==> config.mk <==
export PLATFORM = sky130hd
export DESIGN_NAME = led_fade_pwm_flat
export DESIGN_NICKNAME = d
export VERILOG_FILES = /design/src/rtl/led_fade_if.sv /design/src/rtl/led_fade_pwm.sv /design/src/flat_wrapper.sv
export SDC_FILE = /design/constraint.sdc
export NUM_CORES = 1
export LEC_CHECK = 0
export CAP_MARGIN = 20
export CORE_UTILIZATION = 40
export DETAILED_ROUTE_END_ITERATION = 8
export GPL_TIMING_DRIVEN = 0
export PLACE_DENSITY = 0.59
export SLEW_MARGIN = 20
export SYNTH_ARGS = -nofsm -noshare
export SYNTH_HDL_FRONTEND = slang
export SYNTH_SLANG_ARGS = --single-unit
==> constraint.sdc <==
create_clock -name clk -period 8.6 [get_ports clk]
set_clock_uncertainty 0.2 [all_clocks]
set_input_delay 1.72 -clock clk [delete_from_list [all_inputs] [get_ports clk]]
set_output_delay 1.72 -clock clk [all_outputs]
set_load 0.01 [all_outputs]
==> src/rtl/led_fade_if.sv <==
// -----------------------------------------------------------------------------
// led_fade_if
//   Bundles the LED request/brightness inputs and the PWM pin drive of the
//   LED fade dimmer into one interface.
//
//   Signals:
//     led_in      [LED_NUM]   on/off request per LED (upstream indicator stage)
//     brightness  [PWM_BITS]  "on" duty shared by all LEDs
//     led_out     [LED_NUM]   PWM drive to LED pins, active-high
//
//   Modports:
//     master : upstream side, drives led_in/brightness and observes led_out
//     slave  : dimmer side, consumes led_in/brightness and drives led_out
// -----------------------------------------------------------------------------
interface led_fade_if #(
   parameter int LED_NUM  = 4,
   parameter int PWM_BITS = 8
);
   logic [LED_NUM-1:0]  led_in;
   logic [PWM_BITS-1:0] brightness;
   logic [LED_NUM-1:0]  led_out;

   modport master (output led_in, output brightness, input led_out);
   modport slave  (input led_in, input brightness, output led_out);
endinterface

==> src/rtl/led_fade_pwm.sv <==
// -----------------------------------------------------------------------------
// led_fade_pwm
//   PWM dimmer for the LED indicator outputs. Each channel keeps a duty level
//   that steps one LSB per fade tick toward its target (brightness when the
//   LED is requested on, zero when off), so on/off transitions fade instead of
//   snapping. The level is copied into a shadow duty register once per PWM
//   period, and the pin is driven high while the shared PWM counter is below
//   that shadow duty.
//
//   Ports:
//     clk  : system clock
//     rst  : asynchronous reset, active-high; release is expected to be
//            synchronised to clk by the reset source
//     bus  : led_fade_if.slave carrying led_in, brightness (in), led_out (out)
//
//   Parameters:
//     LED_NUM  : number of LED channels
//     PWM_BITS : PWM counter/duty width, period = 2^PWM_BITS clk cycles
//     FADE_DIV : clk cycles per fade step (>= 1)
//
//   Build option:
//     LED_FADE_GAMMA_EN : when defined, the shadow duty is (level^2) >> PWM_BITS
//                         (square-law perceptual correction) instead of level.
// -----------------------------------------------------------------------------
module led_fade_pwm #(
   parameter int LED_NUM  = 4,
   parameter int PWM_BITS = 8,
   parameter int FADE_DIV = 50_000
) (
   input  logic      clk,
   input  logic      rst,
   led_fade_if.slave bus
);

   localparam int                  TICK_W    = (FADE_DIV > 1) ? $clog2(FADE_DIV) : 1;
   localparam logic [TICK_W-1:0]   TICK_LAST = TICK_W'(FADE_DIV - 1);
   localparam logic [PWM_BITS-1:0] PWM_LAST  = '1;

   logic [TICK_W-1:0]   tick_cnt_q, tick_cnt_d;
   logic [PWM_BITS-1:0] pwm_cnt_q, pwm_cnt_d;
   logic [PWM_BITS-1:0] level_q       [LED_NUM];
   logic [PWM_BITS-1:0] level_d       [LED_NUM];
   logic [PWM_BITS-1:0] active_duty_q [LED_NUM];
   logic [PWM_BITS-1:0] active_duty_d [LED_NUM];
   logic [LED_NUM-1:0]  led_out_q, led_out_d;
   logic                tick;
   logic                wrap;

   // One LSB toward the target; equal holds, so the level can neither
   // overshoot nor wrap.
   function automatic logic [PWM_BITS-1:0] step_level(
      input logic [PWM_BITS-1:0] cur,
      input logic [PWM_BITS-1:0] tgt
   );
      if (cur < tgt) begin
         return cur + PWM_BITS'(1);
      end else if (cur > tgt) begin
         return cur - PWM_BITS'(1);
      end else begin
         return cur;
      end
   endfunction

   // Maps a fade level to the duty used for the next PWM period.
   function automatic logic [PWM_BITS-1:0] shape_duty(input logic [PWM_BITS-1:0] lvl);
`ifdef LED_FADE_GAMMA_EN
      logic [2*PWM_BITS-1:0] sq;
      sq = {{PWM_BITS{1'b0}}, lvl} * {{PWM_BITS{1'b0}}, lvl};
      return sq[2*PWM_BITS-1:PWM_BITS];
`else
      return lvl;
`endif
   endfunction

   always_comb begin
      tick       = (tick_cnt_q == TICK_LAST);
      wrap       = (pwm_cnt_q == PWM_LAST);
      tick_cnt_d = tick ? '0 : tick_cnt_q + TICK_W'(1);
      pwm_cnt_d  = pwm_cnt_q + PWM_BITS'(1);
      led_out_d  = '0;
      for (int i = 0; i < LED_NUM; i++) begin
         level_d[i]       = level_q[i];
         active_duty_d[i] = active_duty_q[i];
         if (tick) begin
            level_d[i] = step_level(level_q[i], bus.led_in[i] ? bus.brightness : '0);
         end
         // Shadow copy uses the registered level, so a tick landing on the
         // wrap cycle is seen only in the following period.
         if (wrap) begin
            active_duty_d[i] = shape_duty(level_q[i]);
         end
         led_out_d[i] = (pwm_cnt_q < active_duty_q[i]);
      end
   end

   always_ff @(posedge clk or posedge rst) begin
      if (rst) begin
         tick_cnt_q <= '0;
         pwm_cnt_q  <= '0;
         led_out_q  <= '0;
         for (int i = 0; i < LED_NUM; i++) begin
            level_q[i]       <= '0;
            active_duty_q[i] <= '0;
         end
      end else begin
         tick_cnt_q <= tick_cnt_d;
         pwm_cnt_q  <= pwm_cnt_d;
         led_out_q  <= led_out_d;
         for (int i = 0; i < LED_NUM; i++) begin
            level_q[i]       <= level_d[i];
            active_duty_q[i] <= active_duty_d[i];
         end
      end
   end

   assign bus.led_out = led_out_q;

endmodule

==> src/flat_wrapper.sv <==
// flat-port wrapper written by rule: the top's interface ports become plain ports
module led_fade_pwm_flat 
#(
   parameter int LED_NUM  = 4,
   parameter int PWM_BITS = 8,
   parameter int FADE_DIV = 50_000
)
  (clk, rst, bus_led_in, bus_brightness, bus_led_out);
  led_fade_if #(.LED_NUM(LED_NUM), .PWM_BITS(PWM_BITS)) bus_i ();
  input  logic clk;
  input  logic rst;
  input wire logic [$bits(bus_i.led_in)-1:0] bus_led_in;
  input wire logic [$bits(bus_i.brightness)-1:0] bus_brightness;
  output wire logic [$bits(bus_i.led_out)-1:0] bus_led_out;
  assign bus_i.led_in = bus_led_in;
  assign bus_i.brightness = bus_brightness;
  assign bus_led_out = bus_i.led_out;
  led_fade_pwm #(.LED_NUM(LED_NUM), .PWM_BITS(PWM_BITS), .FADE_DIV(FADE_DIV)) u_core (.clk(clk), .rst(rst), .bus(bus_i));
endmodule
==> qor.yml <==
nets: 731
synth-edff-count: 0
ys_warn_count: 0
coreArea_um2: 14640
setup_viol: 0
grtUsageTotal: 0.1722
n_antenna_cell: 0
grt_pass1_wl_um: 21120
max-slew-margin-rel: 0.6599
syn_avg_cell_area_um2: 10.08
dp_hpwl_um: 9213
die_h_um: 125.2
cts_tree: "yes"
route.detailed.drc: 2
synth-seq-cells: 92
cp_max_fo: 7
clock_sinks: 92
via_per_inst: 5.293
place_congestion: 0.7625
ys_top_cells_by_area: "dfrtp_1, ha_1, mux2_2"
wl_um: 12430
grt_max_degree: 74
worst-slew-pin-transition_ps: 503.6
ys.flop_type: "dfrtp_1"
fmax_mhz: 191.9
antenna_left: 0
drv_slew: 0
cts_root_buf: "clkbuf_16"
postLayoutCellArea_um2: 6750
layout-drive-gt1-share: 0.1218
grt-ovfl-total: 0
drv_cap: 0
synth_nets: 706
syn_to_final_growth_pct: 11.26
postSynthCellCount: 602
clock_path_buffers: 2
endpoint_kind: "flop"
die_w_um: 125.2
rsz0062_at_grt: "false"
hold_path.class: "reg2reg"
status: "finished with violations"
clkTransAtPathRegs_ps: 70
arrival_ps: 5250
synth_top_cell_by_area: "dfrtp_1"
fin_setup_tns_ps: 0
ys_types: 40
cts.htree.levels: 3
wl_per_cell_um: 15.23
failed_checks: "design-rule violations"
dpl_cell_area_um2: 6460
crit_required_ps: 8640
fin_crit_ps: 5210
synthesis.area_um2: 6067
cts_made_buffers: 9
ctsHoldBuffers: 0
start_util: 0.4143
leakagePower_nw: 3.356
port_buffers: 13
antenna_found_initial: 0
min_period_over_period: 0.6058
fillers: 1369
synthArstFlopShare: 1.000
synth_top_area_frac: 0.3795
postCtsSetupRepairBufs: 0
clk_latency_ps: 360
vias: 4319
die-area_um2: 15660
vdd.ir_drop.worst_uv: 81.20
fp-row-count: 44
p_per_area_nw_per_um2: 131.0
cts_resized: 0
firstDrtPassIters: 6
grt_pass1_vias: 4377
path_class: "in2reg"
final_hold_viol_count: 0
ys_seq_area_frac: 0.3795
drt_iter0_markers: 193
io_pins: 18
cp-start-kind: "input port"
[synthesized netlist by cell type (5+ instances only)]
library cell	instances
dfrtp_1	92
ha_1	86
nand2_1	71
a21oi_1	42
inv_1	42
mux2_2	38
o21ai_0	36
xor2_1	25
a21o_1	24
xnor2_1	23
nor2_1	18
nand3_1	11
nand4_1	10
o21bai_1	8
nand2b_1	7
clkbuf_1	6
nor3_1	6
buf_2	5
[through the flow]
stage	instances	hold WS (ps)	setup slack [ps]	utilization	power, mW
after floorplan	602	244.0	3810	-	0.4806
after global placement	799	265.7	2726	0.4389	0.4963
after detailed placement	800	271.3	3059	0.4411	0.5009
after CTS	816	286.0	3414	0.4610	0.8937
after global routing	816	312.2	3254	0.4610	0.9179
final	816	278.7	3390	0.4610	0.8840
[worst paths after layout]
kind / from / endpoint / slack (ps) / cells past startpoint
hold reg to reg: u_core.active_duty_q[0] / u_core.active_duty_q[0] / 280 / 2
setup reg to reg: u_core.level_q[25] / u_core.level_q[30] / 5090 / 12
max in group asynchronous: rst / u_core.level_q[16] / 6110 / 3
min in group asynchronous: rst / u_core.level_q[14] / 1470 / 2
hold / removal: u_core.active_duty_q[0] / u_core.active_duty_q[0] / 280 / 2
setup / recovery: bus_brightness[1] / u_core.level_q[30] / 3390 / 14
[layout make-up]
cell class	count	area, µm²	area share
buffer	13	70.07	0.01038
clock buffer	13	270.3	0.04004
clock inverter	3	20.02	0.002966
inverter	42	162.7	0.02410
multi-input combinational	455	3537	0.5240
sequential	92	2302	0.3411
tap	184	230.2	0.03411
timing repair buffer	14	157.7	0.02335
[power breakdown]
group / leakage, nW / internal (mW) / switching [mW]
clock network: 0.138 / 0.219 / 0.173
registers: 1.26 / 0.433 / 0
logic: 1.96 / 0.0223 / 0.0370
[cell usage in the layout, fill, tap and decap left out, types with 9 or more instances in the layout]
master           instances
a21oi_1                 42
nand3_1                 11
dfrtp_1                 92
clkdlybuf4s50_1         13
nand4_1                 10
o21ai_0                 36
ha_1                    86
inv_1                   41
nand2_1                 71
xnor2_1                 23
nor2_1                  18
a21o_1                  24
xor2_1                  25
clkbuf_16                9
mux2_2                  38
[cells by family (layout without fill, tap and decap cells)]
| kind of cell | count (synthesis) | count (layout) | synth area share |
|---|---|---|---|
| adders and majority gates | 90 | 90 | 0.1906 |
| DFF | 92 | 92 | 0.3795 |
| buffers and inverters | 55 | 85 | 0.03753 |
| xor gates and xnor gates | 48 | 48 | 0.06929 |
| and+or+nand+nor | 145 | 145 | 0.1132 |
| AOI/OAI and AO/OA | 132 | 132 | 0.1345 |
| muxes | 40 | 40 | 0.07548 |
[metal layers]
layer	wire length, µm	GRT usage	up-vias
met5	0	0	-
met4	394	0.08178	0
met3	349	0.03252	23
met2	5912	0.2902	39
met1	5774	0.2131	2094
li1	-	-	2163
[critical path: stages]
cell             delay [ps]
clkdlybuf4s50_1         710
nand2_1                 100
ha_1                    300
nor2b_1                 140
o211a_1                 220
o21ba_2                 220
or2_2                   360
fa_1                    440
a21o_1                  180
a21oi_1                 230
o21bai_1                 90
a21oi_1                 190
xnor2_1                  80
mux2_2                  260
[state kept, by name, summed over array words and instances, names as in the netlist]
| signal | flops |
|---|---|
| u_core.active_duty_q | 32 |
| u_core.bus.led_out | 4 |
| u_core.pwm_cnt_q | 8 |
| u_core.tick_cnt_q | 16 |
| u_core.level_q | 32 |
No activity file was read; power rests on OpenSTA's default activity.
==> patch 1: new RTL, same settings <==
Build with the macro `LED_FADE_GAMMA_EN` defined.
--- a/src/rtl/led_fade_pwm.sv
+++ b/src/rtl/led_fade_pwm.sv
@@ -22,6 +22,8 @@
 //     LED_FADE_GAMMA_EN : when defined, the shadow duty is (level^2) >> PWM_BITS
 //                         (square-law perceptual correction) instead of level.
 // -----------------------------------------------------------------------------
+`define LED_FADE_GAMMA_EN
+
 module led_fade_pwm #(
    parameter int LED_NUM  = 4,
    parameter int PWM_BITS = 8,
Behaviour: no difference found for any inputs over 10 cycles, from zero or initial values and one cycle with rst high; that may be too few to reach the edited logic, so the function may still have changed.
==> patch 1 against the unedited design <==
First-iteration DRC count up 77%; critical endpoint is now u_core.active_duty_q[6]; area after synthesis up 98%; global-route usage down 0.50 points; cell count up 110%; total power up 0.99%; count of clock-buffer cells in the layout down 3; wire length up 94%; core utilization down 2.3 points; via count up 100%; sequential cell count unchanged; worst setup slack better by 0.0015 ns; combinational power down 2%; final area up 92%.
==> patch 1: results <==
group,metric,value,unit
run_status,status,"completed",
clocking,cts-buffers-inserted,9,
cells_and_area,num-fill-cells,2987,
sta,period_share,60.57,%
cells_and_area,syn_to_final_growth,7.764,%
setup_path,reg2reg_depth,16,
clocking,clk_latency,0.36,ns
logic_synthesis,yosysWarnings,0,
global_routing,grt_usage,16.72,%
sta,hold_violations,0,
power,p_leak,6.851,nW
setup_path,cp_slowest_cell,"dfrtp_1",
logic_synthesis,synthTopCellsByArea,"ha_1 (21%), dfrtp_1 (19%), fa_1 (17%)",
setup_path,critPathMaxFanout,10,
cells_and_area,top_regs,"u_core.active_duty_q: 32 flops, u_core.level_q: 32 flops, u_core.tick_cnt_q: 16 flops",
global_routing,grt_pass1_wl,41.77,mm
setup_path,critPathLaunchType,"register",
clocking,clock_path_buffers,2,
logic_synthesis,ys_seq_area_share,19.12,%
setup_path,cp-endpoint,"u_core.active_duty_q[6]",
placed_design,post-place-ws,3.162,ns
setup_path,slowest_delay,0.60,ns
clocking,root_buffer,"clkbuf_16",
setup_path,r2r_slack,3.39,ns
placed_design,finalWeightedCongestion,0.8131,
drt,drt-wirelength-per-cell,13.77,µm
drt,drt_iter0_drc,341,
global_routing,grt_start_max_net_pins,71,
cells_and_area,drive_gt1_share,4.341,%
setup_path,worstPathArrival,5.24,ns
logic_synthesis,synth-main-ff-cell,"dfrtp_1",
drt,routed_via_density,4.929,
global_routing,grt_pass1_vias,8780,
placed_design,placed_area,0.01269,mm²
logic_synthesis,ys_types,53,
logic_synthesis,synth_cells,1329,
power,ir_worst_vdd,0.08511,mV
global_routing,antenna_found_initial,0,
placed_design,io_buffer_count,13,
sta,worst_pin_slew,0.9376,ns
placed_design,hpwl,19.02,mm
logic_synthesis,syn_nets,1643,
cells_and_area,diodes,0,
drt,firstDrtPassIters,4,
logic_synthesis,ys_async_sr_fraction,100.0,%
cells_and_area,fin_nets,1668,
drt,vias,8621,
clocking,postCtsSetupRepairBufs,0,
logic_synthesis,synth_common_cells,"inv_1 (213), ha_1 (200), nand2_1 (124)",
setup_path,r2r-start,"u_core.level_q[5]",
setup_path,cpLargestDelayFamily,"adder cells",
[patch 1: cell types whose count changed in the layout (fill, tap and decap cells not counted), sizes merged, moves of 20 or more]
cell,unedited run,this run
ha,86,200
nor3,7,27
a21o,24,46
fa,4,100
o21ai,36,73
inv,42,216
mux2,40,4
xnor2,23,72
and2,4,73
nor2,18,43
nand2,71,124
[patch 1: metal layers]
layer  GRT usage, %  part of all wire, %  routed length, µm  vias to the layer above
met5              0                    0                  0                        -
met4          4.783                  2.2                518                        0
met3          1.905                  1.9                455                       26
met2          28.54                   48              11450                       56
met1          22.26                   48              11650                     4137
li1               -                    -                  -                     4402
[patch 1: worst min path at each step]
stage	start	end	slack [ns]	depth (start not counted)
floorplan	u_core.active_duty_q[0]	u_core.active_duty_q[0]	0.24	2
global placement	u_core.active_duty_q[11]	u_core.active_duty_q[11]	0.26	2
detailed placement	u_core.active_duty_q[16]	u_core.active_duty_q[16]	0.27	1
CTS	u_core.active_duty_q[2]	u_core.active_duty_q[2]	0.29	2
global route	u_core.active_duty_q[14]	u_core.active_duty_q[14]	0.30	2
finish	u_core.active_duty_q[14]	u_core.active_duty_q[14]	0.28	2
[patch 1: cells by family (layout without fill, tap and decap cells)]
logic type / Yosys count / after routing / share of synthesized area (%)
xor+xnor: 104 / 104 / 7.567
simple gates: 355 / 355 / 15.39
compound gates: 221 / 221 / 11.77
flops: 92 / 92 / 19.12
mux: 9 / 9 / 0.7899
buf+inv: 248 / 278 / 7.941
fa+ha+maj: 300 / 300 / 37.42
[patch 1: power breakdown]
part           switching, mW  internal, mW
Sequential                 0         0.432
Clock                  0.200         0.202
Combinational         0.0366        0.0215
[patch 1: area by class of cell]
type / instances / share of cell area (%)
clock inverters: 6 / 0.4244
plain buffers: 35 / 1.206
flip-flops and latches: 92 / 17.75
clock buffers: 10 / 1.765
inverters: 213 / 6.202
well taps: 390 / 3.762
multi-input cells: 989 / 67.68
repair buffers: 14 / 1.215
[patch 1: tightest hold or removal path, delay by kind of cell (launching register included)]
kind / cells / cell delay, ns
AND/OR/NAND/NOR: 1 / 0.05
AO/OA/AOI/OAI: 1 / 0.06
flip-flops: 1 / 0.34
==> patch 2: new RTL, same flow settings <==
Without the edit above. Make the reset (`rst`) synchronous in one clocked block. Comments in the files are not updated.
--- a/src/rtl/led_fade_pwm.sv
+++ b/src/rtl/led_fade_pwm.sv
@@ -93,7 +93,7 @@
       end
    end
 
-   always_ff @(posedge clk or posedge rst) begin
+   always_ff @(posedge clk) begin
       if (rst) begin
          tick_cnt_q <= '0;
          pwm_cnt_q  <= '0;
Function: no difference found for any inputs over 10 cycles, from zero or initial values and one cycle with rst high; that may be too few to reach the edited logic, so the function may still have changed.
==> patch 2 against the unedited design <==
Final area rose by 0.37%; wire length is 15% higher; critical path depth is the same; area after synthesis is 0.47% higher; hold slack got worse by 0.023 ns; combinational power increased by 43%; synthesized cell count grew 23%; worst setup slack better by 0.12 ns; sequential cell count unchanged; sequential share of layout area decreased by 6.9 points; total power up 7.1%.
==> patch 2: results <==
group,metric,value,unit
run_status,status,"completed",
placed_design,post-place-ws,3.207,ns
logic_synthesis,synth_cells,741,
placed_design,placed_area,0.006456,mm²
power,ir_worst_vdd,0.08359,mV
setup_path,slowest_delay,0.63,ns
logic_synthesis,ys_async_sr_fraction,0,%
global_routing,grt_use_met2,31.63,%
drt,firstDrtPassIters,4,
power,p_leak,2.609,nW
logic_synthesis,syn_nets,845,
placed_design,numPlacedInstances,938,
global_routing,grt_util_met3,2.953,%
logic_synthesis,synthTopCellsByArea,"dfxtp_1 (30%), ha_1 (18%), nand2_1 (7.9%)",
drt,drt_iter0_drc,235,
cells_and_area,drive_gt1_share,4.416,%
setup_path,reg2reg_depth,13,
global_routing,grt_start_max_net_pins,16,
global_routing,grt_pass1_vias,4980,
logic_synthesis,ys_seq_area_share,30.21,%
setup_path,cp-endpoint,"u_core.level_q[0][7]",
power,p_int,0.7230,mW
cells_and_area,diodes,0,
cells_and_area,fin_nets,869,
logic_synthesis,synth_common_cells,"nand2_1 (128), dfxtp_1 (92), ha_1 (86)",
drt,drt-wirelength-per-cell,15.03,µm
drt,vias,5100,
placed_design,hpwl,10.93,mm
global_routing,use_met1,24.77,%
drt,dr_wl_met3,453,µm
drt,top_layer,"met4",
setup_path,r2r_slack,5.11,ns
cells_and_area,num-fill-cells,1429,
drt,met2_length,6.708,mm
global_routing,antenna_found_initial,0,
logic_synthesis,ys_types,44,
placed_design,finalWeightedCongestion,0.8193,
sta,worst_pin_slew,0.7450,ns
setup_path,critical_path.startpoint,"bus_brightness[1]",
clocking,clock_path_buffers,2,
setup_path,r2r-start,"u_core.level_q[0][0]",
setup_path,critPathMaxFanout,9,
setup_path,worstPathArrival,5.16,ns
drt,wirelength_met1,6.823,mm
sta,final.min_clock_period,5.086,ns
global_routing,grt_usage,19.21,%
drt,drt_wl_total,14.34,mm
global_routing,grt_pass1_wl,23.95,mm
patch 2: layout make-up:
type	instances	area (µm²)	area share, %
buffer	27	133.9	1.976
clock buffer	11	232.7	3.435
clock inverter	5	86.33	1.274
inverter	41	153.9	2.271
multi-input combinational	581	3966	58.54
sequential	92	1842	27.18
tap	184	230.2	3.398
timing repair buffer	13	130.1	1.921
patch 2: cell families after synthesis:
family,count (synthesis),synth area share (%)
xor+xnor,41,5.891
compound gates,154,16.24
buf+inv,68,4.721
simple gates,276,20.69
mux,20,3.284
fa+ha+maj,90,18.97
flops,92,30.21
patch 2: power by group through the flow:
stage	Clock, mW	Sequential [mW]	Combinational, mW
after floorplan	0	0.444	0.0561
after global placement	0	0.444	0.0810
after detailed placement	0	0.444	0.0847
after CTS	0.437	0.435	0.0853
after global routing	0.456	0.435	0.0954
final	0.428	0.435	0.0846
patch 2: critical path: cells and delay by family:
kind | cells | cell delay, ns
buf+inv | 1 | 0.63
compound gates | 7 | 1.43
fa+ha+maj | 2 | 0.69
simple gates | 4 | 0.70
patch 2: how the worst min path moves through the flow:
| stage | from | endpoint | slack, ns | depth (start not counted) |
|---|---|---|---|---|
| final | u_core.active_duty_q[0][2] | u_core.active_duty_q[0][2] | 0.26 | 2 |
| after floorplan | u_core.tick_cnt_q[0] | u_core.tick_cnt_q[0] | 0.23 | 1 |
| after detailed placement | u_core.active_duty_q[0][3] | u_core.active_duty_q[0][3] | 0.25 | 2 |
| after CTS | u_core.active_duty_q[0][2] | u_core.active_duty_q[0][2] | 0.26 | 2 |
| after global routing | u_core.active_duty_q[3][3] | u_core.active_duty_q[3][3] | 0.28 | 2 |
| after global placement | u_core.tick_cnt_q[0] | u_core.tick_cnt_q[0] | 0.24 | 1 |
